--- src/rtl/hazard_ctrl.sv ---
// Hazard/stall controller for the 16-bit 5-stage core: pipeline-register enables,
// flush/bubble, EX forwarding selects, halt-drain FSM and a saturating stall counter.
module hazard_ctrl #(
  parameter int CNT_W = 16
) (
  input  logic             clk,
  input  logic             rst,
  input  logic [3:0]       ID_Rs,
  input  logic [3:0]       ID_Rt,
  input  logic             ID_uses_Rs,
  input  logic             ID_uses_Rt,
  input  logic             ID_halt,
  input  logic [3:0]       EX_Rs,
  input  logic [3:0]       EX_Rt,
  input  logic [3:0]       EX_dstReg,
  input  logic             EX_RegWrite,
  input  logic             EX_MemRead,
  input  logic             EX_branch_taken,
  input  logic [3:0]       MEM_Rd,
  input  logic             MEM_RegWrite,
  input  logic [3:0]       WB_Rd,
  input  logic             WB_RegWrite,
  input  logic             WB_halt,
  input  logic             imem_busy,
  input  logic             dmem_busy,
  output logic             pc_write,
  output logic             if_id_write,
  output logic             if_id_flush,
  output logic             id_ex_write,
  output logic             id_ex_bubble,
  output logic             ex_mem_write,
  output logic             mem_wb_write,
  output logic [1:0]       fwd_a,
  output logic [1:0]       fwd_b,
  output logic             halted,
  output logic [CNT_W-1:0] stall_cycles,
  output logic [1:0]       dbg_state
);

  typedef enum logic [1:0] {
    S_RUN    = 2'd0,
    S_DRAIN  = 2'd1,
    S_HALTED = 2'd2
  } state_t;

  state_t state;
  logic   lu;
  logic   stall_event;
  logic   unused_ex_regwrite;

  // A load always writes its destination, so the load-use test needs only MemRead.
  assign unused_ex_regwrite = EX_RegWrite;

  // Debug view of the FSM: 0 = RUN, 1 = DRAIN, 2 = HALTED.
  assign dbg_state = state;

  assign lu = EX_MemRead && (EX_dstReg != 4'd0) &&
              ((ID_uses_Rs && (ID_Rs == EX_dstReg)) ||
               (ID_uses_Rt && (ID_Rt == EX_dstReg)));

  assign stall_event = dmem_busy || lu || imem_busy || EX_branch_taken;

  // The younger producer (EX/MEM) wins over MEM/WB; R0 is never forwarded.
  always_comb begin
    fwd_a = 2'b00;
    fwd_b = 2'b00;
    if (!rst) begin
      if (MEM_RegWrite && (MEM_Rd != 4'd0) && (MEM_Rd == EX_Rs))
        fwd_a = 2'b10;
      else if (WB_RegWrite && (WB_Rd != 4'd0) && (WB_Rd == EX_Rs))
        fwd_a = 2'b01;
      if (MEM_RegWrite && (MEM_Rd != 4'd0) && (MEM_Rd == EX_Rt))
        fwd_b = 2'b10;
      else if (WB_RegWrite && (WB_Rd != 4'd0) && (WB_Rd == EX_Rt))
        fwd_b = 2'b01;
    end
  end

  always_comb begin
    pc_write     = 1'b0;
    if_id_write  = 1'b0;
    if_id_flush  = 1'b0;
    id_ex_write  = 1'b0;
    id_ex_bubble = 1'b0;
    ex_mem_write = 1'b0;
    mem_wb_write = 1'b0;
    halted       = 1'b0;
    if (!rst) begin
      case (state)
        S_RUN: begin
          pc_write     = 1'b1;
          if_id_write  = 1'b1;
          id_ex_write  = 1'b1;
          ex_mem_write = 1'b1;
          mem_wb_write = 1'b1;
          if (dmem_busy) begin
            pc_write     = 1'b0;
            if_id_write  = 1'b0;
            id_ex_write  = 1'b0;
            ex_mem_write = 1'b0;
            mem_wb_write = 1'b0;
          end else if (EX_branch_taken) begin
            if_id_flush  = 1'b1;
            id_ex_bubble = 1'b1;
          end else if (lu) begin
            pc_write     = 1'b0;
            if_id_write  = 1'b0;
            id_ex_bubble = 1'b1;
          end else if (ID_halt || imem_busy) begin
            pc_write    = 1'b0;
            if_id_flush = 1'b1;
          end
        end
        S_DRAIN: begin
          // Front end is sealed off with NOPs while older instructions retire.
          if_id_write  = 1'b1;
          if_id_flush  = 1'b1;
          id_ex_write  = 1'b1;
          id_ex_bubble = 1'b1;
          ex_mem_write = !dmem_busy;
          mem_wb_write = !dmem_busy;
        end
        S_HALTED: halted = 1'b1;
        default: ;
      endcase
    end
  end

  always_ff @(posedge clk) begin
    if (rst) begin
      state        <= S_RUN;
      stall_cycles <= '0;
    end else begin
      case (state)
        S_RUN:
          if (!dmem_busy && !EX_branch_taken && !lu && ID_halt)
            state <= S_DRAIN;
        S_DRAIN:
          if (WB_halt)
            state <= S_HALTED;
        S_HALTED: state <= S_HALTED;
        default:  state <= S_RUN;
      endcase
      if ((state != S_HALTED) && stall_event && (stall_cycles != {CNT_W{1'b1}}))
        stall_cycles <= stall_cycles + CNT_W'(1);
    end
  end

endmodule

--- config.mk ---
export PLATFORM = sky130hd
export DESIGN_NAME = hazard_ctrl
export DESIGN_NICKNAME = d
export VERILOG_FILES = /design/src/rtl/hazard_ctrl.sv
export SDC_FILE = /design/constraint.sdc
export NUM_CORES = 1
export LEC_CHECK = 0
export BUFFER_PORTS_ARGS = -buffer_cell sky130_fd_sc_hd__buf_2
export CAP_MARGIN = 0
export CORE_MARGIN = 3
export CORE_UTILIZATION = 47
export DETAILED_ROUTE_END_ITERATION = 8
export PLACE_DENSITY = 0.91
export SLEW_MARGIN = 10
export SYNTH_ARGS = -nofsm -noshare
export SYNTH_HDL_FRONTEND = slang
export SYNTH_SLANG_ARGS = --single-unit
export TNS_END_PERCENT = 20
--- constraint.sdc ---
create_clock -name clk -period 2.3 [get_ports clk]
set_input_delay 0.345 -clock clk [delete_from_list [all_inputs] [get_ports clk]]
set_output_delay 0.345 -clock clk [all_outputs]
set_load 0.02 [all_outputs]
==> implementation parameters, run 1 <==
Parameter                              Value

Job
  Max-capacitance violation count ... 0

Pwr
  Static Leak ... 0.0008710 uW
  Overall Power ... 733.6 uW
  Power density over the cells ... 372.0 mW/mm^2
  Worst IR Drop VDD ... 155.4 uV

Critical path
  Data required, critical path ... 1.96 ns
  CP startpoint kind ... input pin
  Slowest library cell on the worst path ... sky130_fd_sc_hd__o41a_1
  Critical path depth ... 8
  Logic depth of the worst register-to-register path ... 5
  List of cells traversed by the critical path ... buf_2, o41a_1, nand3_1, nor4_4, nor2_1, o211ai_1, o21ai_0, buf_2
  Critical Path Fanout Max ... 3
  Crit path capture type ... output port
  Data arrival time at the worst-slack endpoint ... 1.86 ns
  CP top delay family ... compound AO/OA/AOI/OAI gates
  Largest stage delay, worst path ... 0.45 ns
  Cell seen most often among critical-path stages ... sky130_fd_sc_hd__buf_2
  Buffers and inverters on the worst path ... 2
  Kind of critical path ... in2out

STA
  Hold violation count in the final report ... 0
  Hold Slack ... 0.3120 ns
  Max Clock Skew ... 0.004726 ns
  F_max ... 453.9 MHz
  Setup-violating endpoint count in the final report ... 0
  Number of slew-limit violations in the final report ... 0
  Worst slew margin relative to its limit ... 64.09%
  Tightest Pin Transition ... 0.5369 ns
  Final critical-path share of the clock period ... 95.78%
  Final Critical Period ... 2.203 ns

Yosys
  Per-instance average area after synthesis ... 8.371 um^2
  Summed instance area of the synthesized netlist ... 0.001540 mm^2
  Yosys warnings ... 0
  Cell type with the highest aggregate area in the netlist ... sky130_fd_sc_hd__dfxtp_1
  EDFF count, synth ... 0
  Portion of synthesized cell area occupied by the leading cell type ... 23.40%
  Post-synthesis cell count ... 184
  Post-synthesis sequential element count ... 18
  Distinct cells, synth ... 48
  Most frequently used flop master after synthesis ... sky130_fd_sc_hd__dfxtp_1
  Proportion of register bits with asynchronous set or reset after synthesis ... 0%
  Synthesized net count ... 229
  Area contributors post-synth ... sky130_fd_sc_hd__dfxtp_1 23%, sky130_fd_sc_hd__xnor2_1 10%, sky130_fd_sc_hd__mux2_1 5.1%, sky130_fd_sc_hd__nor2_1 4.9%, sky130_fd_sc_hd__nor3_1 3.9%
  Seq/Total Area, Yosys ... 23.40%

Die
  Width of the die ... 63.25 um
  Number of cell rows ... 20
  Placeable core region ... 0.003078 mm^2
  Number of I/O pins ... 71
  Y dimension of the die ... 63.25 um
  Starting density of the core ... 50.04%
  Full die area ... 0.004000 mm^2

Clock network
  CTS root buf ... sky130_fd_sc_hd__clkbuf_4
  Clk slew on worst S/H paths ... 0.10 ns
  Post-cts hold buffer count ... 0
  Maximum root-to-sink buffer count ... 2
  Post-CTS Setup Inserts ... 0
  Latest clock arrival within the worst-skew pair ... 0.29 ns
  Number of clock buffers inserted by TritonCTS ... 3
  Cts repair resizes ... 0
  CTS sink cnt ... 18
  TritonCTS clock tree ... yes
  Max H-tree Level ... 1

GRT
  Pin count of the biggest net entering global routing ... 27
  Vias in the first global route ... 1496
  All-layer global routing usage ... 18.50%
  Total congestion overflow ... 0
  Initial antenna violation count ... 0
  Global-route wire length before repair ... 6.147 mm

Cells and area
  # nets final ... 301
  P&R area growth vs syn ... 28.03%
  Most frequent standard cell in the layout excluding fill and tap cells ... sky130_fd_sc_hd__buf_2
  Commonest non-fill, non-tap cells in the layout ... 69 x sky130_fd_sc_hd__buf_2, 20 x sky130_fd_sc_hd__nor2_1, 18 x sky130_fd_sc_hd__xnor2_1, 18 x sky130_fd_sc_hd__dfxtp_1, 12 x sky130_fd_sc_hd__nor3_1
  Number of antenna repair diodes ... 0
  Proportion of layout cells with a drive suffix above 1 ... 34.12%

Status
  Status ... completed

Detailed routing
  Total DRC errors in the routed layout ... 0
  Number of DRC markers in iteration 0 ... 69
  Wire per inst ... 12.68 um
  Total length of routed wires ... 3.790 mm
  First-pass detailed-route iteration total ... 4
  Total number of vias ... 1633
  Antenna-violating nets left ... 0
  Vias per std cell ... 5.462

Worst hold path
  Hold Path Cell Cnt ... 2
  Kind of path behind the tightest hold check ... in2reg

Place
  HPWL after detailed placement ... 3.100 mm
  Port Buffers ... 69
  Placer congestion estimate ... 0.7907
==> synth_stat cells (all sizes together), types with 2 or more instances <==
cell type,instances
a21oi,9
nor4,2
nand2,4
nand2b,3
ha,4
xnor2,18
o31ai,5
clkbuf,3
or4b,2
nand3,10
buf,3
or4,5
a31oi,2
nor3,14
o41a,2
inv,4
nand4,8
or3,5
dfxtp,18
xor2,6
o21ai,5
mux2,7
and3,2
nor2b,8
nor2,20
==> power breakdown <==
part	internal, uW	leakage [uW]	switching (uW)
Combinational	94.0	0.000704	117
Sequential	319	0.000146	9.82
Clock	96.5	0.0000210	97.7
Total	509	0.000871	224
==> registers in the layout (all words and copies together) (netlist names) <==
register      count
stall_cycles     16
dbg_state         2
==> final timing paths <==
check	start	to	slack [ns]
worst max-delay path	EX_dstReg[0]	if_id_flush	0.1
worst min-delay path	rst	dbg_state[0]	0.31
worst max register to register	stall_cycles[1]	stall_cycles[14]	0.30
worst min register to register	stall_cycles[9]	stall_cycles[9]	0.52
==> per-layer routing <==
metal	part of all wire [%]	GRT usage, %	vias to the layer above
met5	0	0	-
met4	1.5	8.356	0
met3	7.2	1.961	6
met2	51	33.47	66
met1	40	21.79	738
li1	-	-	823
==> layout make-up <==
class	instances	area [um^2]
multi-input cells	156	1130
fillers	272	1106
repair buffers	73	375.4
flip-flops and latches	18	360.3
well taps	44	55.05
clock buffers	4	36.28
inverters	4	15.01
==> through the flow <==
stage / utilization [%] / instance area (um^2) / cells / TNS, ns / setup WS (ns)
final: 64.07 / 1972 / 299 / 0 / 0.09699
after global routing: 64.07 / 1972 / 299 / -0.01030 / -0.01030
after CTS: 63.58 / 1957 / 297 / 0 / 0.07703
after detailed placement: 62.40 / 1921 / 293 / 0 / 0.05015
after global placement: 62.40 / 1921 / 293 / 0 / 0.1087
after floorplan: - / 1540 / 184 / 0 / 0.1809
==> cell families after synthesis <==
family	synth area share, %
and+or+nand+nor	37.29
AOI/OAI and AO/OA	13.40
muxes	5.768
DFF	23.40
adders and majority gates	3.250
buffers and inverters	3.249
xor gates and xnor gates	13.65
Note: power is estimated with default switching activity, not from simulation.
==> inputs of run 2 (changes only) <==
- CELL_PAD_IN_SITES_DETAIL_PLACEMENT: unset -> 0
- CELL_PAD_IN_SITES_GLOBAL_PLACEMENT: unset -> 1
- CORE_UTILIZATION: 47 -> 33
- REMOVE_ABC_BUFFERS: unset -> 1
==> implementation parameters, run 2 (same netlist as run 1, synthesis figures left out) <==
Parameter                              Value

Status
  Status ... completed

Cells and area
  Layout fillers ... 443 (+63%)
  P&R area growth vs syn ... 29.41%
  Top reg by flops ... stall_cycles
  Number of standard cells in the layout, taps in and fillers out ... 306 (+2.3%)
  Commonest non-fill, non-tap cells in the layout ... 69 x sky130_fd_sc_hd__buf_2, 20 x sky130_fd_sc_hd__nor2_1, 18 x sky130_fd_sc_hd__xnor2_1, 18 x sky130_fd_sc_hd__dfxtp_1, 12 x sky130_fd_sc_hd__nor3_1
  Number of antenna repair diodes ... 0 (unchanged)
  # nets final ... 300 (-0.33%)
  Number of flip-flops under the largest register name ... 16 (unchanged)
  Proportion of layout cells with a drive suffix above 1 ... 33.86% (-0.26 points)
  Final Util ... 44.85% (-19 points)
  Area of all placed cells without fillers ... 0.001993 mm^2 (+1.1%)
  Most frequent standard cell in the layout excluding fill and tap cells ... sky130_fd_sc_hd__buf_2

Die
  Placeable core region ... 0.004444 mm^2 (+44%)
  Y dimension of the die ... 74.32 um (+18%)
  Starting density of the core ... 34.66% (-15 points)
  Full die area ... 0.005523 mm^2 (+38%)
  Number of I/O pins ... 71 (unchanged)
  Width of the die ... 74.32 um (+18%)
  Number of cell rows ... 24 (+20%)

Worst hold path
  Hold Path Cell Cnt ... 4 (+2)
  Endpoint with the worst hold slack ... dbg_state[0]
  Kind of path behind the tightest hold check ... in2reg
  Hold path startpoint ... WB_halt

GRT
  Global-route wire length before repair ... 6.831 mm (+11%)
  All-layer global routing usage ... 15.51% (-3.0 points)
  Total congestion overflow ... 0 (unchanged)
  Pin count of the biggest net entering global routing ... 19 (-30%)
  Initial antenna violation count ... 0 (unchanged)
  Vias in the first global route ... 1572 (+5.1%)

Job
  Max-capacitance violation count ... 0 (unchanged)

STA
  Final total negative setup slack ... 0 ns (unchanged)
  Tightest Pin Transition ... 0.5361 ns (-0.0008624 ns)
  Hold violation count in the final report ... 0 (unchanged)
  F_max ... 455.9 MHz (+0.43%)
  Number of slew-limit violations in the final report ... 0 (unchanged)
  RSZ-0062 raised after global routing ... no
  Final critical-path share of the clock period ... 95.37% (-0.41 points)
  Worst slew margin relative to its limit ... 64.14% (about the same)
  Max Clock Skew ... 0.005395 ns (+0.0006697 ns)
  Final Critical Period ... 2.194 ns (-0.009491 ns)
  Setup-violating endpoint count in the final report ... 0 (unchanged)

Critical path
  Crit Reg-Reg Endpoint ... stall_cycles[14]
  Startpoint of the worst-slack reg-to-reg timing path ... stall_cycles[0]
  CP startpoint kind ... input pin
  Register-to-register setup slack ... 0.27 ns (-0.03 ns)
  Logic depth of the worst register-to-register path ... 5 (unchanged)
  Data arrival time at the worst-slack endpoint ... 1.85 ns (about the same)
  Crit path capture type ... output port
  Kind of critical path ... in2out
  Data required, critical path ... 1.96 ns (about the same)
  Critical Path Fanout Max ... 5 (+2)

Clock network
  Post-cts hold buffer count ... 0 (unchanged)
  Maximum root-to-sink buffer count ... 2 (unchanged)
  Clk slew on worst S/H paths ... 0.07 ns (-0.03 ns)
  Post-CTS Setup Inserts ... 0 (unchanged)
  CTS root buf ... sky130_fd_sc_hd__clkbuf_8
  CTS sink cnt ... 18 (unchanged)
  Number of clock buffers inserted by TritonCTS ... 3 (unchanged)
  Cts repair resizes ... 0 (unchanged)
  TritonCTS clock tree ... yes
  Latest clock arrival within the worst-skew pair ... 0.26 ns (-0.03 ns)
  Max H-tree Level ... 1 (unchanged)

Place
  Placer congestion estimate ... 0.7815 (-1.2%)
  Area post-placement ... 0.001938 mm^2 (+0.91%)
  Port Buffers ... 69 (unchanged)
  HPWL after detailed placement ... 3.232 mm (+4.3%)
  Number of placed cells counting well taps ... 302 (+3.1%)

Detailed routing
  Number of DRC markers in iteration 0 ... 72 (+4.3%)
  Total length of routed wires ... 3.986 mm (+5.2%)
  Total DRC errors in the routed layout ... 0 (unchanged)
  Wire per inst ... 13.03 um (+2.8%)
  Vias per std cell ... 5.203 (-4.7%)
  First-pass detailed-route iteration total ... 4 (unchanged)
  Total number of vias ... 1592 (-2.5%)
  Antenna-violating nets left ... 0 (unchanged)

Pwr
  Power density over the cells ... 404.4 mW/mm^2 (+8.7%)
  Static Leak ... 0.0008734 uW (+0.28%)
  Worst IR Drop VDD ... 209.7 uV (+35%)
run 2: changes by cell type in the layout (fill, tap and decap cells not counted):
| cell | before | now |
|---|---|---|
| sky130_fd_sc_hd__clkbuf_8 | 1 | 4 |
| sky130_fd_sc_hd__clkbuf_4 | 3 | 0 |
| sky130_fd_sc_hd__buf_4 | 4 | 3 |
run 2: metrics by stage:
step                      total power [uW]  hold slack, ns  setup WS (ns)
after floorplan                      454.0          0.4141         0.1809
after global placement               545.7          0.4837        0.07665
after detailed placement             549.2          0.5023        0.04627
after CTS                            819.9          0.4165        0.09991
after global routing                 852.1          0.4823       0.004501
final                                806.1          0.4261         0.1065
run 2: layer usage:
layer | global-route usage (%) | up-vias | wire length (um)
met5 | 0 | - | 0
met4 | 5.336 | 0 | 67
met3 | 1.757 | 5 | 202
met2 | 25.98 | 50 | 1948
met1 | 20.68 | 717 | 1767
li1 | - | 820 | -
run 2: layout make-up:
cell class                 instances  area, um^2  area share (%)
tap                               52       65.06           3.264
inverter                           4       15.01          0.7533
multi-input combinational        156        1130           56.69
clock buffer                       4       55.05           2.762
timing repair buffer              72       367.9           18.46
sequential                        18       360.3           18.08
run 2: report_power, final:
group	switching (uW)	internal, uW	leakage [uW]
sequential	7.55	319	0.000146
clock	112	152	0.0000288
combinational	119	95.9	0.000699
total	239	567	0.000873
run 2: critical path, cell delays in order:
cell	delay, ns
sky130_fd_sc_hd__buf_2	0.12
sky130_fd_sc_hd__o41a_1	0.44
sky130_fd_sc_hd__nand3_1	0.14
sky130_fd_sc_hd__nor4_4	0.07
sky130_fd_sc_hd__nor2_1	0.21
sky130_fd_sc_hd__o211ai_1	0.15
sky130_fd_sc_hd__o21ai_0	0.18
sky130_fd_sc_hd__buf_2	0.19
run 2: how the worst max path moves through the flow:
stage,from,end,slack [ns],cells after the start
after global placement,EX_dstReg[0],stall_cycles[10],0.08,7
after detailed placement,EX_dstReg[0],stall_cycles[5],0.05,7
after global routing,EX_dstReg[0],if_id_flush,0.005,8
after CTS,EX_dstReg[0],if_id_flush,0.1,8
after floorplan,EX_dstReg[0],if_id_flush,0.18,6
final,EX_dstReg[0],if_id_flush,0.11,8
